`src/rtl/muldiv_seq_ctrl.sv`:
```
`default_nettype none
// +----------------------------------------------------------------------------+
// | muldiv_seq_ctrl: sequential 8x8 unsigned multiply / restoring divide      |
// | around one shared 8-bit adder. Divide path enabled by macro DIV_EN.       |
// | Revision: 1.0                                                             |
// +----------------------------------------------------------------------------+
module muldiv_seq_ctrl (
  input  logic       clk,
  input  logic       rst,
  input  logic       start,
  input  logic       op,
  input  logic [7:0] a,
  input  logic [7:0] b,
  output logic       busy,
  output logic       done,
  output logic [7:0] result_hi,
  output logic [7:0] result_lo,
  output logic       dbz
);

  typedef enum logic [1:0] {
    S_IDLE = 2'd0,
    S_RUN  = 2'd1,
    S_DONE = 2'd2
  } state_t;

  state_t     state_q, state_d;
  logic [2:0] count_q, count_d;
  logic [7:0] acc_q, acc_d;
  logic [7:0] mq_q, mq_d;
  logic [7:0] m_q, m_d;
  logic [7:0] res_hi_q, res_hi_d;
  logic [7:0] res_lo_q, res_lo_d;
  logic       dbz_q, dbz_d;

  logic [7:0] add_a, add_b;
  logic       add_ci;
  logic [8:0] add_s;
  logic [8:0] mul_part;
  logic [7:0] step_acc, step_mq;
  logic       div_zero;

`ifdef DIV_EN
  logic       op_q, op_d;
  logic [7:0] r_shift;

  // {R,Q} shifted left once; the bit shifted out of R is acc_q[7]
  assign r_shift  = {acc_q[6:0], mq_q[7]};
  assign div_zero = op_q && (m_q == 8'd0);
`else
  logic unused_op;

  assign unused_op = op;
  assign div_zero  = 1'b0;
`endif

  always_comb begin
    add_a  = acc_q;
    add_b  = m_q;
    add_ci = 1'b0;
`ifdef DIV_EN
    if (op_q) begin
      add_a  = r_shift;
      add_ci = 1'b1;
    end
`endif
  end

  assign add_s = {1'b0, add_a} + {1'b0, (add_ci ? ~add_b : add_b)} + {8'd0, add_ci};

  always_comb begin
    mul_part = mq_q[0] ? add_s : {1'b0, acc_q};
    step_acc = mul_part[8:1];
    step_mq  = {mul_part[0], mq_q[7:1]};
`ifdef DIV_EN
    // Restoring step: keep the trial difference when R' >= D
    if (op_q) begin
      if (acc_q[7] || add_s[8]) begin
        step_acc = add_s[7:0];
        step_mq  = {mq_q[6:0], 1'b1};
      end else begin
        step_acc = r_shift;
        step_mq  = {mq_q[6:0], 1'b0};
      end
    end
`endif
  end

  always_comb begin
    state_d  = state_q;
    count_d  = count_q;
    acc_d    = acc_q;
    mq_d     = mq_q;
    m_d      = m_q;
    res_hi_d = res_hi_q;
    res_lo_d = res_lo_q;
    dbz_d    = dbz_q;
`ifdef DIV_EN
    op_d     = op_q;
`endif
    case (state_q)
      S_IDLE: begin
        if (start) begin
          acc_d   = 8'd0;
          count_d = 3'd0;
          dbz_d   = 1'b0;
          mq_d    = b;
          m_d     = a;
`ifdef DIV_EN
          op_d    = op;
          if (op) begin
            mq_d = a;
            m_d  = b;
          end
`endif
          state_d = S_RUN;
        end
      end
      S_RUN: begin
        // Zero divisor leaves after one RUN cycle with saturated quotient
        if (div_zero) begin
          res_hi_d = mq_q;
          res_lo_d = 8'hFF;
          dbz_d    = 1'b1;
          state_d  = S_DONE;
        end else begin
          acc_d   = step_acc;
          mq_d    = step_mq;
          count_d = count_q + 3'd1;
          if (count_q == 3'd7) begin
            res_hi_d = step_acc;
            res_lo_d = step_mq;
            state_d  = S_DONE;
          end
        end
      end
      S_DONE:  state_d = S_IDLE;
      default: state_d = S_IDLE;
    endcase
  end

  always_ff @(posedge clk) begin
    if (rst) begin
      state_q  <= S_IDLE;
      count_q  <= 3'd0;
      acc_q    <= 8'd0;
      mq_q     <= 8'd0;
      m_q      <= 8'd0;
      res_hi_q <= 8'd0;
      res_lo_q <= 8'd0;
      dbz_q    <= 1'b0;
`ifdef DIV_EN
      op_q     <= 1'b0;
`endif
    end else begin
      state_q  <= state_d;
      count_q  <= count_d;
      acc_q    <= acc_d;
      mq_q     <= mq_d;
      m_q      <= m_d;
      res_hi_q <= res_hi_d;
      res_lo_q <= res_lo_d;
      dbz_q    <= dbz_d;
`ifdef DIV_EN
      op_q     <= op_d;
`endif
    end
  end

  assign busy      = (state_q != S_IDLE);
  assign done      = (state_q == S_DONE);
  assign result_hi = res_hi_q;
  assign result_lo = res_lo_q;
  assign dbz       = dbz_q;

endmodule
`default_nettype wire

```
`config.mk`:
```
export PLATFORM = sky130hd
export DESIGN_NAME = muldiv_seq_ctrl
export DESIGN_NICKNAME = d
export VERILOG_FILES = /design/src/rtl/muldiv_seq_ctrl.sv
export SDC_FILE = /design/constraint.sdc
export NUM_CORES = 1
export LEC_CHECK = 0
export BUFFER_PORTS_ARGS = -buffer_cell sky130_fd_sc_hd__buf_2
export CORE_MARGIN = 2
export CORE_UTILIZATION = 49
export DETAILED_ROUTE_END_ITERATION = 10
export PLACE_DENSITY = 0.73
export SYNTH_ARGS = -nofsm -noshare
export SYNTH_HDL_FRONTEND = slang
export SYNTH_SLANG_ARGS = --single-unit
```
`constraint.sdc`:
```
create_clock -name clk -period 1.85 [get_ports clk]
set_input_delay 0.0925 -clock clk [delete_from_list [all_inputs] [get_ports clk]]
set_output_delay 0.0925 -clock clk [all_outputs]
set_load 0.02 [all_outputs]
```
**After elaboration in Yosys (flattened, before gate mapping)**

Cells that the tools add are included.

- Add/subtract/negate cells: 2
- $mul: 0
- Divide/modulo/power cells: 0
- $lt $le $gt $ge: 0
- Equality and inequality tests: 5
- Shift operators: 0
- Multiplexer cells: 10
- Bitwise logic cells: 0
- Reduce and logical (&&, ||, !) cells: 7

Operators with widths:

| kind | number |
|---|---|
| $pmux 8 s2 | 2 |
| $mux 8 | 2 |
| $add 8x8->9 | 1 |
| $mux 9 | 1 |
| $reduce_and 2->1 | 4 |
| $pmux 3 s2 | 1 |
| $mux 2 | 2 |
| $ne 2x2->1 const B | 2 |
| $pmux 2 s2 | 1 |
| $reduce_bool 2->1 | 2 |
| $add 3x1->3 const B | 1 |
| $eq 3x3->1 const B | 1 |
| $mux 3 | 1 |
| $eq 2x1->1 const B | 1 |
| $eq 2x2->1 const B | 1 |
| $logic_not 2->1 | 1 |

- Register bits: 45
- Bits in latches: 0
- Memory bits (writable): 0
- Memory bits (read-only): 0
- Bits of input ports: 20
- Output and inout port bits: 19
- Logic and storage cells: 31
- Memories: 0

**Depth between registers and ports, before layout**

Gate-level depths: netlist (run 1).

- Word-level depth: 3
- Gate-level depth with buffers: 7
- Mapped depth without buffers: 7

**Worst setup path before layout (run 1)**

OpenSTA, ideal clock, no wires.

- Kind: flip-flop to flip-flop
- Start: register acc_q[0]
- End: register res_hi_q[5], in the netlist result_hi[5]
- Setup time: 0.091 ns
- Data arrival time: 1.815 ns
- Required time: 1.759 ns
- Path slack: -0.056 ns
- Stages on the path, launching flop included: 8
- Buffers on the path: 0
- Period minus slack after synthesis: 1.906 ns
- Cell sequence: dfxtp_1 > ha_1 > fa_1 > a21o_1 > a221oi_2 > xnor2_1 > nand2_1 > a311oi_1

- Cells in the longest elaborated chain, start to end: 2

Ends and longest elaborated chain:

| item | line | RTL |
|---|---|---|
| start, declared | 29 | `logic [7:0] acc_q, acc_d;` |
| start signal, assigned | 146 | `acc_q <= 8'd0;` |
| start signal, assigned | 158 | `acc_q <= acc_d;` |
| $add 8x8->9 | 69 | `assign add_s = {1'b0, add_a} + {1'b0, (add_ci ? ~add_b : add_b)} + {8'd0, add_ci};` |
| $mux 9 | 72 | `mul_part = mq_q[0] ? add_s : {1'b0, acc_q};` |
| end signal, assigned | 161 | `res_hi_q <= res_hi_d;` |
| end, declared | 32 | `logic [7:0] res_hi_q, res_hi_d;` |

Every way passes these cells.
A chain may end at the register's enable or synchronous reset.

**Worst setup path after layout (run 1)**

Same ends and word-level chain as after synthesis.

==> results of run 1 <==
## what timing repair did
item / in CTS / in global routing
resized for setup: 6 / 5
buffers inserted: 4 / 3
setup endpoints to repair: 5 / 9
gates cloned: 0 / 0
hold endpoints to repair: 0 / 0
pin swaps: 8 / 6
## state kept, by name (all words and copies together) (netlist names)
signal and flops:
mq_q 8, result_lo 8, count_q 3, add_b 8
result_hi 8, state_q 2, acc_q 8
## synth_stat cells (all sizes together), types with 2 or more instances
library cell / count
a221oi: 2
o31ai: 2
nand2b: 3
a21oi: 25
inv: 2
a22oi: 4
xor2: 2
nand2: 56
xnor2: 3
clkbuf: 8
a211oi: 5
ha: 10
buf: 10
and2: 2
a311oi: 9
a21o: 3
nor2: 29
nor2b: 3
dfxtp: 45
nand3: 4
nand3b: 3
mux2i: 4
or2: 2
o41ai: 2
## layer usage
metal	wire length, um	GRT usage, %
met1	2310	27.7
met2	2450	36.1
met3	224	5.52
met4	78	7.84
met5	0	0
## power breakdown
| group | switching, mW | internal, mW |
|---|---|---|
| Combinational | 0.143 | 0.101 |
| Sequential | 0.0303 | 1.00 |
| Clock | 0.338 | 0.406 |
| Total | 0.511 | 1.51 |
## how the worst max path moves through the flow
| stage | start | to | depth (start not counted) |
|---|---|---|---|
| 6_report | acc_q[0] | result_hi[5] | 7 |
| 5_1_grt | acc_q[0] | result_hi[5] | 7 |
| 4_1_cts | acc_q[0] | result_hi[5] | 7 |
| 3_5_place_dp | acc_q[0] | result_hi[5] | 7 |
| 3_3_place_gp | acc_q[0] | result_hi[5] | 7 |
| 2_1_floorplan | acc_q[0] | result_hi[5] | 7 |
## metrics by stage
step                cell area [um^2]  utilization [%]  std cells  worst slack, ns
CTS                             2560             63.2        349          -0.0554
detailed placement              2390             58.9        337          -0.0719
floorplan                       2110                -        252           0.0160
global placement                2390             58.9        337          -0.0386
finish                          2610             64.4        352          -0.0958
global route                    2610             64.4        352           -0.193
## layout make-up
| class | count | area [um^2] | share of cell area, % |
|---|---|---|---|
| multi-input cells | 187 | 1170 | 44.7 |
| flip-flops and latches | 45 | 903 | 34.6 |
| repair buffers | 60 | 360 | 13.8 |
| clock buffers | 6 | 72.6 | 2.78 |
| well taps | 50 | 62.6 | 2.39 |
| clock inverters | 2 | 38.8 | 1.48 |
| inverters | 2 | 7.51 | 0.287 |
## kinds of logic after synthesis
group | share of synthesized area [%]
multiplexers | 2.44
other | 0.178
XOR/XNOR | 2.08
AND/OR/NAND/NOR | 22.2
flip-flops | 42.8
adder cells (fa/ha/maj) | 6.89
AO/OA/AOI/OAI | 18.8
buffers and inverters | 4.63
## layout by cell type (no fill, tap or decap), types with 4 or more instances in the layout
| cell type | synthesis | final |
|---|---|---|
| buf_4 | 4 | 24 |
| dfxtp_1 | 45 | 43 |
| a22oi_1 | 4 | 4 |
| buf_2 | 6 | 36 |
| a211oi_1 | 5 | 4 |
| clkbuf_8 | 0 | 5 |
| mux2i_1 | 4 | 4 |
| nand2_1 | 56 | 56 |
| nor2_1 | 29 | 28 |
| a21oi_1 | 25 | 24 |
| ha_1 | 10 | 9 |
| a311oi_1 | 9 | 9 |
## critical path: cells and delay by family (launching register included)
family          cells  cell delay, ns
fa+ha+maj           2            0.51
xor+xnor            1            0.18
simple gates        1            0.07
compound gates      3            0.75
flops               1            0.34
==> impl_metrics.json, run 1 <==
{
  "crit_required_ns": 2.06,
  "detailed_place_hpwl_um": 3460,
  "insertion_delay_ns": 0.30,
  "rr_worst_depth": 7,
  "skew_ns": 0.00607,
  "cp-start-kind": "register",
  "antenna_found_initial": 0,
  "clk_path_buf_depth": 2,
  "cts-root-buf": "clkbuf_8",
  "start_util_pct": 51.9,
  "hold-worst-slack_ns": 0.0171,
  "nFillCells": 342,
  "synth_flop_cell": "dfxtp_1",
  "slew_viol_final": 0,
  "period_minus_slack_ns": 1.95,
  "hold_path_class": "primary input to register",
  "relSlewSlack_pct": 59.7,
  "r2r_start": "acc_q[0]",
  "worstPathCellList": "ha_4 > fa_2 > a21o_1 > a221oi_2 > xnor2_1 > nand2_1 > a311oi_1",
  "setup_viol": 4,
  "drt_iter0_markers": 140,
  "gr-total-overflow": 0,
  "n_antenna_cell": 0,
  "cpPeakStageDelay_ns": 0.35,
  "grt_pass1_vias": 1812,
  "fmax_mhz": 514,
  "portBuffers": 36,
  "layout_setup_ws_ns": -0.0958,
  "fin_setup_tns_ns": -0.281,
  "routed_wl_um": 5060,
  "powerDensity_nw_per_um2": 773,
  "power_mw": 2.02,
  "p_leak_nw": 1.14,
  "hold_viol_final": 0,
  "min_from": "a[0]",
  "layout-drive-gt1-share_pct": 27.5,
  "grt_pass1_wl_um": 8520,
  "coreArea_um2": 4060,
  "synth.distinct_cells": 40,
  "hold-path-endpoint": "add_b[0]",
  "io_pins": 39,
  "seq_area_frac_synth_pct": 42.8,
  "cp_data_arrival_time_ns": 2.16,
  "syn_nets": 283,
  "cts_tree": "yes",
  "grt_util_all_layers_pct": 21.9,
  "vias": 1887,
  "synth.area.top_cells": "dfxtp_1 43%, nand2_1 10%, a21oi_1 5.9%",
  "clk_pin_slew_worst_paths_ns": 0.08,
  "worstSetupPathType": "register to register",
  "ys_seq_elements": 45,
  "synthArstFlopShare_pct": 0,
  "ctsHoldBuffers": 0,
  "die_y_um": 69.6,
  "h-tree-depth": 2,
  "rows": 23,
  "drc_errors": 0,
  "gp_congestion": 0.886,
  "status": "finished, violations left",
  "critPathSlowestCell": "fa_2",
  "syn_inst": 252,
  "synth_top_area_share_pct": 42.8,
  "period_share_pct": 105,
  "reg2reg_setup_slack_ns": -0.1,
  "grt_max_degree": 36,
  "cap_violations": 0,
  "wl_per_cell_um": 14.4,
  "numCtsBuffers": 5,
  "nets": 332,
  "synth_area_per_cell_um2": 8.36,
  "irDropWorstVdd_uv": 600,
  "antenna_left": 0,
  "synth_warnings": 0,
  "crit_fanout": 2,
  "die_w_um": 69.6,
  "worstReg2RegEnd": "result_hi[5]",
  "cts.sinks": 45,
  "dieArea_um2": 4840,
  "via_per_inst": 5.36,
  "min_path_cells": 3,
  "drt_pre_antenna_iters": 4,
  "tightest_slew_ns": 0.605,
  "synth_area_um2": 2110,
  "synth_top_area_cell": "dfxtp_1",
  "cp-end-kind": "register",
  "violations": "setup timing",
  "areaGrowthSynthToFinish_pct": 24.1,
  "rsz0062_at_grt": "yes",
  "synth-edff-count": 0
}
(Power assumes the default switching activity.)
==> run 2, diff against run 1 <==
MAX_ROUTING_LAYER = met4   (was default)
==> run 2 against run 1 <==
The flow still finishes with violations (setup timing). Global-route usage down 0.39 points. Sequential power is essentially flat. Sequential share of layout area increased by 0.76 points. Clock power increased by 0.5%. Setup slack better by 0.048 ns. Via count down 3.0%. Final area shrank 2.2%. Clock skew is 0.00052 ns higher. Non-clock buffer count fell by 5. Final cell count fell by 1.4%. Clock-buffer cell count is the same. Register-to-register slack better by 0.05 ns. Critical endpoint unchanged.
==> impl_metrics.json, run 2 (synthesis gave the netlist of run 1 again) <==
{
  "vias": 1831,
  "areaGrowthSynthToFinish_pct": 21.4,
  "hold_viol_final": 0,
  "slew_viol_final": 0,
  "drt_pre_antenna_iters": 4,
  "cap_violations": 0,
  "drt_iter0_markers": 109,
  "via_per_inst": 5.28,
  "h-tree-depth": 2,
  "cts_tree": "yes",
  "multiInputGateArea_um2": 1150,
  "layout_setup_ws_ns": -0.0481,
  "dieArea_um2": 4840,
  "grt_pass1_wl_um": 8160,
  "antenna_left": 0,
  "period_minus_slack_ns": 1.90,
  "drc_errors": 0,
  "irDropWorstVdd_uv": 571,
  "placed_area_um2": 2390,
  "grt_max_degree": 21,
  "nFillCells": 374,
  "final_cell_area_um2": 2560,
  "power_mw": 2.01,
  "cp-end-kind": "register",
  "coreArea_um2": 4060,
  "path_depth": 7,
  "critPathSlowestCell": "dfxtp_2",
  "die_y_um": 69.6,
  "grt_pass1_vias": 1797,
  "n_antenna_cell": 0,
  "clk_pin_slew_worst_paths_ns": 0.09,
  "fmax_mhz": 527,
  "io_pins": 39,
  "worstSetupPathType": "register to register",
  "worstPathCellList": "ha_4 > fa_2 > a21o_1 > a221oi_2 > xnor2_1 > nand2_1 > a311oi_1",
  "cpPeakStageDelay_ns": 0.35,
  "crit_required_ns": 2.06,
  "rr_worst_depth": 7,
  "layout_commonest_cell": "nand2_1",
  "mostFrequentLayoutCells": "56 x nand2_1, 43 x dfxtp_1, 36 x buf_2",
  "grt_util_all_layers_pct": 21.5,
  "hold_path_class": "primary input to register",
  "setup_viol": 2,
  "crit_fanout": 2,
  "fin_setup_tns_ns": -0.0643,
  "powerDensity_nw_per_um2": 785,
  "p_leak_nw": 1.11,
  "start_util_pct": 51.9,
  "status": "finished, violations left",
  "rsz0062_at_grt": "yes",
  "gp_congestion": 0.919,
  "cp-start-kind": "register",
  "wl_per_cell_um": 13.5,
  "violations": "setup timing",
  "detailed_place_hpwl_um": 3370,
  "layout-drive-gt1-share_pct": 25.9,
  "rows": 23,
  "clk_path_buf_depth": 2,
  "crit_family": "compound AO/OA/AOI/OAI gates",
  "die_w_um": 69.6,
  "cp_data_arrival_time_ns": 2.11,
  "antenna_found_initial": 0,
  "critPathBufInv": 0,
  "min_path_cells": 3,
  "portBuffers": 36,
  "cts-root-buf": "clkbuf_8",
  "regArea_um2": 903,
  "skew_ns": 0.00659,
  "place_ws_ns": -0.0476,
  "hold-worst-slack_ns": 0.0191,
  "period_share_pct": 103,
  "numCtsBuffers": 5,
  "gr-total-overflow": 0,
  "nets": 327,
  "insertion_delay_ns": 0.30,
  "cts.sinks": 45,
  "routed_wl_um": 4680
}
## run 2: cell type report
type                            instances  area share (%)
Multi-Input combinational cell        187            45.0
Timing Repair Buffer                   55            12.6
Sequential cell                        45            35.3
Inverter                                2           0.294
Tap cell                               50            2.45
Clock inverter                          2            1.52
Clock buffer                            6            2.84
## run 2: routing by layer
metal	track usage, %	part of all wire, %
met5	-	0
met4	7.41	1.2
met3	5.38	3.7
met2	33.1	46
met1	27.6	49
## run 2: final timing paths
check	start	end	slack (ns)
setup / recovery	acc_q[0]	result_hi[5]	-0.05
hold / removal	a[2]	add_b[2]	0.02
setup reg to reg	acc_q[0]	result_hi[5]	-0.05
hold reg to reg	result_lo[5]	result_lo[5]	0.46
## run 2: power by group
| part | total, mW | switching, mW | internal (mW) |
|---|---|---|---|
| clock network | 0.747 | 0.341 | 0.406 |
| logic | 0.228 | 0.133 | 0.0951 |
| registers | 1.03 | 0.0302 | 1.00 |
## run 2: worst reg2reg max path: cells and delay by family, from the launching register on
kind	cells	cell delay (ns)
DFF	1	0.35
and+or+nand+nor	1	0.07
AOI/OAI and AO/OA	3	0.70
xor gates and xnor gates	1	0.18
adders and majority gates	2	0.50
## run 2: what timing repair did
action / 4_1_cts / 5_1_grt
hold buffers: 0 / 0
gates resized for setup: 3 / 5
pin swaps: 5 / 9
setup buffers: 1 / 1
hold endpoints to repair: 0 / 0
setup endpoints to repair: 3 / 9
## run 2: stage by stage
stage          util [%]  std cells
2_1_floorplan         -        252
3_3_place_gp       58.9        337
3_5_place_dp       58.9        337
4_1_cts            62.2        346
5_1_grt            63.0        347
6_report           63.0        347
==> run 3, diff against run 2 <==
==> constraint.sdc (replaced) <==
create_clock -name clk -period 1.85 [get_ports clk]
set_input_delay 0.37 -clock clk [delete_from_list [all_inputs] [get_ports clk]]
set_output_delay 0.37 -clock clk [all_outputs]
set_load 0.02 [all_outputs]
==> run 3 against run 2 <==
The flow still finishes with violations (setup timing). Setup slack got worse by 0.040 ns. Combinational power rose by 4%. Maximum frequency fell by 2.1%. Global-route usage fell by 1.2 points. Critical endpoint is now acc_q[5].
==> impl_metrics.json, run 3 (synthesis gave the netlist of run 1 again) <==
{
  "worstPathCellList": "ha_4 > fa_2 > a21o_1 > a221oi_2 > xnor2_1 > buf_4 > nand3_2 > a21oi_1",
  "grt_pass1_wl_um": 7710,
  "hold_viol_final": 0,
  "place_ws_ns": -0.0755,
  "ctsHoldBuffers": 0,
  "met3_length_um": 236,
  "drt_pre_antenna_iters": 4,
  "mostFrequentLayoutCells": "56 x nand2_1, 38 x dfxtp_1, 36 x buf_2",
  "drt_iter0_markers": 97,
  "cp-end-kind": "register",
  "rows": 23,
  "status": "finished, violations left",
  "coreArea_um2": 4060,
  "violations": "setup timing",
  "drt-met1-wl_um": 2210,
  "areaGrowthSynthToFinish_pct": 24.6,
  "skew_ns": 0.00455,
  "period_share_pct": 105,
  "detailed_place_hpwl_um": 3180,
  "power_mw": 1.92,
  "relSlewSlack_pct": 56.0,
  "dieArea_um2": 4840,
  "powerDensity_nw_per_um2": 730,
  "irDropWorstVdd_uv": 541,
  "period_minus_slack_ns": 1.94,
  "critPathSlowestCell": "dfxtp_2",
  "worstSetupPathType": "register to register",
  "crit_required_ns": 2.08,
  "fin_setup_tns_ns": -0.199,
  "hold-worst-slack_ns": 0.289,
  "antenna_found_initial": 0,
  "tightest_slew_ns": 0.660,
  "io_pins": 39,
  "layout-drive-gt1-share_pct": 29.4,
  "cts.sinks": 45,
  "die_y_um": 69.6,
  "clk_pin_slew_worst_paths_ns": 0.08,
  "insertion_delay_ns": 0.30,
  "drc_errors": 0,
  "n_antenna_cell": 0,
  "cap_violations": 0,
  "cp_data_arrival_time_ns": 2.17,
  "wl_met2_um": 2340,
  "setup_viol": 5,
  "cts-root-buf": "clkbuf_8",
  "layout_setup_ws_ns": -0.0883,
  "cp-start-kind": "register",
  "cpPeakStageDelay_ns": 0.34,
  "crit_fanout": 2,
  "layout_commonest_cell": "nand2_1",
  "nets": 326,
  "vias": 1885,
  "rsz0062_at_grt": "yes",
  "die_w_um": 69.6,
  "gp_congestion": 0.818,
  "antenna_left": 0,
  "start_util_pct": 51.9,
  "grt_max_degree": 34,
  "h-tree-depth": 2,
  "fmax_mhz": 516,
  "cts_tree": "yes",
  "p_leak_nw": 1.11,
  "hold_path_class": "primary input to register",
  "via_per_inst": 5.45,
  "top_layer": "met4",
  "wl_per_cell_um": 14.0,
  "clk_path_buf_depth": 2,
  "grt_util_all_layers_pct": 20.3,
  "routed_wl_um": 4850,
  "grt_pass1_vias": 1648,
  "slew_viol_final": 0,
  "portBuffers": 36,
  "numCtsBuffers": 5,
  "gr-total-overflow": 0
}
## run 3: power breakdown
group	switching (mW)	internal [mW]	total, mW
logic	0.139	0.0990	0.238
clock network	0.344	0.303	0.647
registers	0.0317	1.00	1.03
## run 3: path summary, 6_finish.rpt
kind,start,end,slack [ns],cells after the start
max,acc_q[0],acc_q[5],-0.09,8
min,a[0],add_b[0],0.29,3
max reg2reg,acc_q[0],acc_q[5],-0.09,8
min reg2reg,result_lo[1],result_lo[1],0.45,2
## run 3: cell type report
cell class                 instances  area, um^2
clock buffer                       6        82.6
clock inverter                     2        13.8
fill                             373        1430
inverter                           2        7.51
multi-input combinational        187        1220
sequential                        45         917
tap                               50        62.6
timing repair buffer              54         319
## run 3: critical path, delay by kind of cell, from the launching register on
kind            cells  cell delay, ns
buf+inv             1            0.15
flops               1            0.34
xor+xnor            1            0.19
fa+ha+maj           2            0.50
compound gates      3            0.64
simple gates        1            0.05
## run 3: routing by layer
layer,vias to the layer above,track usage (%)
met5,-,-
met4,0,7.19
met3,7,3.63
met2,41,31.3
met1,877,26.8
li1,960,-
## run 3: timing repair
action / CTS / global route
resized for setup: 5 / 20
pin swaps: 5 / 9
buffers inserted: 1 / 3
setup endpoints to repair: 3 / 10
## run 3: through the flow
step	utilization [%]	std cells	instance area [um^2]
after CTS	61.5	343	2490
after global routing	64.7	346	2620
after detailed placement	58.4	334	2370
after global placement	58.4	334	2370
final	64.7	346	2620
after floorplan	-	252	2110
